$ cat src/rtl/core_wb_pkg.sv
// Shared types for the core-to-Wishbone bridge.
// Watchdog is built only with CORE_WB_TIMEOUT_EN.
package core_wb_pkg;

  typedef enum logic [1:0] {
    IDLE,
    BUS,
    RESP
  } state_t;

  typedef enum logic [1:0] {
    NONE,
    BUS_ERR,
    TIMEOUT
  } cause_t;

  localparam int unsigned TMR_W = 16;

endpackage

$ cat src/rtl/core_wb_if.sv
// Core request/response plus Wishbone classic signals.
// master = core and bus slave side, slave = bridge side.
interface core_wb_if #(
  parameter int ADDR_WIDTH = 32,
  parameter int DATA_WIDTH = 32
);
  localparam int SEL_W = DATA_WIDTH / 8;

  logic                  req;
  logic                  we;
  logic [SEL_W-1:0]      be;
  logic [ADDR_WIDTH-1:0] addr;
  logic [DATA_WIDTH-1:0] wdata;
  logic                  gnt;
  logic                  rvalid;
  logic [DATA_WIDTH-1:0] rdata;
  logic                  err;

  logic                  wb_cyc;
  logic                  wb_stb;
  logic                  wb_we;
  logic [SEL_W-1:0]      wb_sel;
  logic [ADDR_WIDTH-1:0] wb_adr;
  logic [DATA_WIDTH-1:0] wb_wdat;
  logic [DATA_WIDTH-1:0] wb_rdat;
  logic                  wb_ack;
  logic                  wb_err;

  modport master (
    output req, we, be, addr, wdata,
    output wb_rdat, wb_ack, wb_err,
    input  gnt, rvalid, rdata, err,
    input  wb_cyc, wb_stb, wb_we,
    input  wb_sel, wb_adr, wb_wdat
  );

  modport slave (
    input  req, we, be, addr, wdata,
    input  wb_rdat, wb_ack, wb_err,
    output gnt, rvalid, rdata, err,
    output wb_cyc, wb_stb, wb_we,
    output wb_sel, wb_adr, wb_wdat
  );

endinterface

$ cat src/rtl/core_wb_bridge_fsm.sv
// IDLE/BUS/RESP sequencer between core port and Wishbone.
// Watchdog exit only with CORE_WB_TIMEOUT_EN.
module core_wb_bridge_fsm
  import core_wb_pkg::*;
#(
  parameter int unsigned TIMEOUT_CYCLES = 256
) (
  input logic       clk_i,
  input logic       rstn_i,
  core_wb_if.slave  bus
);

  state_t state;
  cause_t cause;
  logic   expired;
  logic   done;

`ifdef CORE_WB_TIMEOUT_EN
  wb_timeout_counter #(
    .LIMIT (TIMEOUT_CYCLES)
  ) u_wdt (
    .clk_i   (clk_i),
    .rstn_i  (rstn_i),
    .clear   (state == IDLE),
    .enable  (state == BUS),
    .expired (expired)
  );
`else
  assign expired = 1'b0;
`endif

  // rstn_i term keeps gnt low while reset is held
  assign bus.gnt = rstn_i && (state == IDLE) && bus.req;

  assign done = bus.wb_ack || bus.wb_err || expired;

  always_comb begin
    cause = NONE;
    if (!bus.wb_ack) begin
      if (bus.wb_err) cause = BUS_ERR;
      else if (expired) cause = TIMEOUT;
    end
  end

  always_ff @(posedge clk_i or negedge rstn_i) begin
    if (!rstn_i) begin
      state       <= IDLE;
      bus.rvalid  <= 1'b0;
      bus.rdata   <= '0;
      bus.err     <= 1'b0;
      bus.wb_cyc  <= 1'b0;
      bus.wb_stb  <= 1'b0;
      bus.wb_we   <= 1'b0;
      bus.wb_sel  <= '0;
      bus.wb_adr  <= '0;
      bus.wb_wdat <= '0;
    end else begin
      unique case (state)
        IDLE: begin
          if (bus.req) begin
            bus.wb_we   <= bus.we;
            bus.wb_sel  <= bus.be;
            bus.wb_adr  <= bus.addr;
            bus.wb_wdat <= bus.wdata;
            bus.wb_cyc  <= 1'b1;
            bus.wb_stb  <= 1'b1;
            state       <= BUS;
          end
        end
        BUS: begin
          if (done) begin
            bus.wb_cyc <= 1'b0;
            bus.wb_stb <= 1'b0;
            bus.rvalid <= 1'b1;
            bus.err    <= (cause != NONE);
            bus.rdata  <= (cause == NONE && !bus.wb_we)
                          ? bus.wb_rdat : '0;
            state      <= RESP;
          end
        end
        RESP: begin
          bus.rvalid <= 1'b0;
          bus.err    <= 1'b0;
          bus.rdata  <= '0;
          state      <= IDLE;
        end
        default: state <= IDLE;
      endcase
    end
  end

endmodule

$ cat src/rtl/wb_timeout_counter.sv
// Bus watchdog: counts BUS cycles, flags the last allowed one.
// Instantiated only with CORE_WB_TIMEOUT_EN.
module wb_timeout_counter
  import core_wb_pkg::*;
#(
  parameter int unsigned LIMIT = 256
) (
  input  logic clk_i,
  input  logic rstn_i,
  input  logic clear,
  input  logic enable,
  output logic expired
);

  logic [TMR_W-1:0] count;

  // expired marks the LIMIT-th BUS cycle so the exit edge ends it
  assign expired = enable &&
                   (count == TMR_W'(LIMIT - 1));

  always_ff @(posedge clk_i or negedge rstn_i) begin
    if (!rstn_i) begin
      count <= '0;
    end else if (clear) begin
      count <= '0;
    end else if (enable && !expired) begin
      count <= count + 1'b1;
    end
  end

endmodule

$ cat src/rtl/core_wb_bridge.sv
// Core-to-Wishbone classic bridge, one transaction in flight.
// Define CORE_WB_TIMEOUT_EN to build the bus watchdog.
module core_wb_bridge #(
  parameter int          ADDR_WIDTH     = 32,
  parameter int          DATA_WIDTH     = 32,
  parameter int unsigned TIMEOUT_CYCLES = 256
) (
  input  logic                    clk_i,
  input  logic                    rstn_i,
  input  logic                    req_i,
  input  logic                    we_i,
  input  logic [DATA_WIDTH/8-1:0] be_i,
  input  logic [ADDR_WIDTH-1:0]   addr_i,
  input  logic [DATA_WIDTH-1:0]   wdata_i,
  output logic                    gnt_o,
  output logic                    rvalid_o,
  output logic [DATA_WIDTH-1:0]   rdata_o,
  output logic                    err_o,
  output logic                    wb_cyc_o,
  output logic                    wb_stb_o,
  output logic                    wb_we_o,
  output logic [DATA_WIDTH/8-1:0] wb_sel_o,
  output logic [ADDR_WIDTH-1:0]   wb_adr_o,
  output logic [DATA_WIDTH-1:0]   wb_dat_o,
  input  logic [DATA_WIDTH-1:0]   wb_dat_i,
  input  logic                    wb_ack_i,
  input  logic                    wb_err_i
);

  core_wb_if #(
    .ADDR_WIDTH (ADDR_WIDTH),
    .DATA_WIDTH (DATA_WIDTH)
  ) bus ();

  assign bus.req     = req_i;
  assign bus.we      = we_i;
  assign bus.be      = be_i;
  assign bus.addr    = addr_i;
  assign bus.wdata   = wdata_i;
  assign bus.wb_rdat = wb_dat_i;
  assign bus.wb_ack  = wb_ack_i;
  assign bus.wb_err  = wb_err_i;

  assign gnt_o    = bus.gnt;
  assign rvalid_o = bus.rvalid;
  assign rdata_o  = bus.rdata;
  assign err_o    = bus.err;
  assign wb_cyc_o = bus.wb_cyc;
  assign wb_stb_o = bus.wb_stb;
  assign wb_we_o  = bus.wb_we;
  assign wb_sel_o = bus.wb_sel;
  assign wb_adr_o = bus.wb_adr;
  assign wb_dat_o = bus.wb_wdat;

  core_wb_bridge_fsm #(
    .TIMEOUT_CYCLES (TIMEOUT_CYCLES)
  ) u_fsm (
    .clk_i  (clk_i),
    .rstn_i (rstn_i),
    .bus    (bus)
  );

endmodule

$ cat config.mk
export PLATFORM = sky130hd
export DESIGN_NAME = core_wb_bridge
export DESIGN_NICKNAME = d
export VERILOG_FILES = /design/src/rtl/core_wb_pkg.sv /design/src/rtl/core_wb_if.sv /design/src/rtl/core_wb_bridge_fsm.sv /design/src/rtl/wb_timeout_counter.sv /design/src/rtl/core_wb_bridge.sv
export SDC_FILE = /design/constraint.sdc
export NUM_CORES = 1
export LEC_CHECK = 0
export CAP_MARGIN = 20
export CORE_ASPECT_RATIO = 0.7
export CORE_MARGIN = 5
export CORE_UTILIZATION = 35
export CTS_CLUSTER_DIAMETER = 30
export DETAILED_ROUTE_END_ITERATION = 6
export MAX_ROUTING_LAYER = met4
export PLACE_DENSITY = 0.75
export RECOVER_POWER = 50
export SETUP_SLACK_MARGIN = 0.1
export SYNTH_ARGS = -nofsm -noshare
export SYNTH_HDL_FRONTEND = slang
export SYNTH_SLANG_ARGS = --single-unit
$ cat constraint.sdc
create_clock -name clk_i -period 1.5 [get_ports clk_i]
set_clock_uncertainty 0.1 [all_clocks]
set_input_delay 0.3 -clock clk_i [delete_from_list [all_inputs] [get_ports clk_i]]
set_output_delay 0.3 -clock clk_i [all_outputs]
set_load 0.05 [all_outputs]
==> impl_metrics.env <==
export IMPL_route_detailed_drc=0
export IMPL_critical_path_cell_count=5
export IMPL_ys_warnings_count=0
export IMPL_ys_types=22
export IMPL_crit_path_start_kind="register"
export IMPL_synth_top_family_by_area="multiplexers"
export IMPL_fin_crit_ps=1793
export IMPL_row_count=32
export IMPL_die_h_microns=99.68
export IMPL_wl_per_cell_microns=21.14
export IMPL_holdWs_ps=151.1
export IMPL_totalWireLength_mm=13.61
export IMPL_fillers=661
export IMPL_portBuffers=211
export IMPL_grt_max_degree=107
export IMPL_fp_coreArea_sq_um=11130
export IMPL_setup_viol=102
export IMPL_timing_final_crit_share=1.195
export IMPL_peakVddDrop_v=0.001163
export IMPL_worstSetupPathType="reg -> out"
export IMPL_via_per_inst=4.790
export IMPL_synth_compound_area_frac=0.07903
export IMPL_cts_sinks=106
export IMPL_slowest_delay_ps=390
export IMPL_syn_nets=348
export IMPL_start_util=0.3613
export IMPL_final_layout_size_suffix_gt1_frac=0.4847
export IMPL_grt_antenna_before_repair=0
export IMPL_finalMaxSlewViolations=0
export IMPL_cts_root_buf="clkbuf_16"
export IMPL_synth_simple_area_share=0.01805
export IMPL_drt_iter0_markers=83
export IMPL_path_cells="nor2_2 -> and2_4 -> buf_12 -> and2_4 -> buf_12"
export IMPL_drt_pre_antenna_iters=4
export IMPL_synth_xor_area_share=0
export IMPL_power_mw=15.85
export IMPL_antennaDiodeCount=0
export IMPL_cts_buffer_depth=2
export IMPL_power_leakage_nw=3.795
export IMPL_worstSetupEndpointType="output pin"
export IMPL_status="finished with violations"
export IMPL_rr_worst_depth=7
export IMPL_worst_pin_slew_ps=964.8
export IMPL_violations="negative setup slack"
export IMPL_yosys_top_cells_area="dfrtp_1 66%, mux2_2 16%, a22o_1 7.0%"
export IMPL_synth_ff_type="dfrtp_1"
export IMPL_crit_path_top_delay_cell="dfrtp_1"
export IMPL_yosysTopAreaCell="dfrtp_1"
export IMPL_drv_cap=0
export IMPL_postSynthCellCount=242
export IMPL_synth_adder_area_share=0
export IMPL_stdcell_area_sq_um=8357
export IMPL_arrival_ps=1390
export IMPL_track_usage=0.1968
export IMPL_syn_area_sq_um=4021
export IMPL_nNetsFinal=594
export IMPL_rsz0062_at_grt="true"
export IMPL_worst_slack_ps=-292.8
export IMPL_power_density_nw_per_um2=1897
export IMPL_area_growth_pct=107.8
export IMPL_synth_mux_area_frac=0.2069
export IMPL_die_w_microns=138.1
export IMPL_htree_num_levels=3
export IMPL_cp_top_family="simple AND/OR/NAND/NOR gates"
export IMPL_yosysSeqAreaShare=0.6596
export IMPL_placed_area_sq_um=7518
export IMPL_grt_pass1_wl_mm=20.29
export IMPL_clk_pin_slew_worst_paths_ps=70
export IMPL_async_flop_share=1.000
export IMPL_syn_avg_cell_area_sq_um=16.62
export IMPL_slew_headroom=0.3568
export IMPL_grt_pass1_vias=3538
export IMPL_path_max_fanout=2
export IMPL_insertion_delay_ps=340
export IMPL_synth_edf_count=0
export IMPL_crit_buf_inv=2
export IMPL_worstPathRequired_ps=1100
export IMPL_final_common_cell="buf_12"
export IMPL_ant_nets=0
export IMPL_synth_seq_cells=106
export IMPL_cts_buffers=9
export IMPL_synth_top_area_share=0.6596
export IMPL_overflow=0
export IMPL_hold_viol_final=0
export IMPL_hold_path_class="in -> async"
export IMPL_die_area_sq_um=13770
export IMPL_cts_tree="done"
export IMPL_fmax_mhz=557.8
export IMPL_vias=3085
export IMPL_post_dp_hpwl_mm=9.232
export IMPL_gp_congestion=0.7180
export IMPL_pin_count=212
export IMPL_layout_cells_most_common_list="115 x buf_12, 104 x clkdlybuf4s50_1, 104 x dfrtp_1"
-- power by group --
| part | switching [mW] | total, mW | internal (mW) |
|---|---|---|---|
| sequential | 0.938 | 4.61 | 3.67 |
| clock | 1.00 | 2.49 | 1.49 |
| combinational | 4.10 | 8.76 | 4.66 |
| total | 6.04 | 15.9 | 9.81 |
-- kinds of logic (layout without fill, tap and decap cells) --
kind of cell           Yosys count  in the layout
AO/OA/AOI/OAI                   37             37
buffers and inverters           18            267
flip-flops                     106            106
multiplexers                    70             70
AND/OR/NAND/NOR                 11             11
-- through the flow --
stage / instances / setup TNS (ps) / utilization / setup WS, ps
finish: 644 / -16900 / 0.7508 / -292.8
global route: 644 / -22370 / 0.7508 / -357.4
CTS: 635 / -14870 / 0.7264 / -304.7
detailed placement: 608 / -28070 / 0.6755 / -331.9
global placement: 608 / -27300 / 0.6755 / -305.7
floorplan: 242 / -67.20 / - / -67.20
-- per-layer routing --
layer / vias to the layer above / routed length, microns / global-route usage
met3: 18 / 910 / 0.06583
met5: - / 0 / -
met2: 133 / 6593 / 0.3111
met1: 1572 / 5919 / 0.2449
li1: 1362 / - / -
met4: 0 / 191 / 0.05315
-- state kept, by name, indices dropped and copies added (netlist names) --
register,cells
u_fsm.bus.err,1
u_fsm.bus.rdata,32
u_fsm.bus.rvalid,1
u_fsm.bus.wb_adr,32
u_fsm.bus.wb_cyc,1
u_fsm.bus.wb_sel,4
u_fsm.bus.wb_wdat,32
u_fsm.bus.wb_we,1
u_fsm.state,2
-- synthesized netlist by cell type (all sizes together) (2+ instances only) --
library cell	n
and2	2
mux2	69
inv	3
a22o	32
nor2	3
nand2	2
buf	15
dfrtp	106
-- final cells by class --
cell class	count	area (sq um)	share of cell area
inverters	3	11.26	0.001348
repair buffers	250	3780	0.4523
well taps	153	191.4	0.02291
multi-input cells	118	1411	0.1689
flip-flops and latches	106	2655	0.3177
clock buffers	11	242.7	0.02905
clock inverters	3	65.06	0.007786
-- what timing repair did --
| action | in CTS | in global routing |
|---|---|---|
| pin swaps | 15 | 23 |
| hold buffers | 0 | 0 |
| setup endpoints to repair | 105 | 107 |
| setup buffers | 8 | 6 |
| cloned | 6 | 3 |
| gates resized for setup | 16 | 48 |
-- worst paths after layout --
kind                                startpoint             endpoint  slack [ps]
max in group asynchronous               rstn_i      u_fsm.bus.wb_we         450
setup reg to reg                u_fsm.state[0]  u_fsm.bus.rdata[17]        -220
hold / removal                          rstn_i  u_fsm.bus.wb_adr[3]         150
hold reg to reg            u_fsm.bus.rdata[31]  u_fsm.bus.rdata[31]         410
min in group clk_i         u_fsm.bus.rdata[31]  u_fsm.bus.rdata[31]         410
setup / recovery                u_fsm.state[0]                gnt_o        -290
Note: power is estimated with default switching activity, not from simulation.
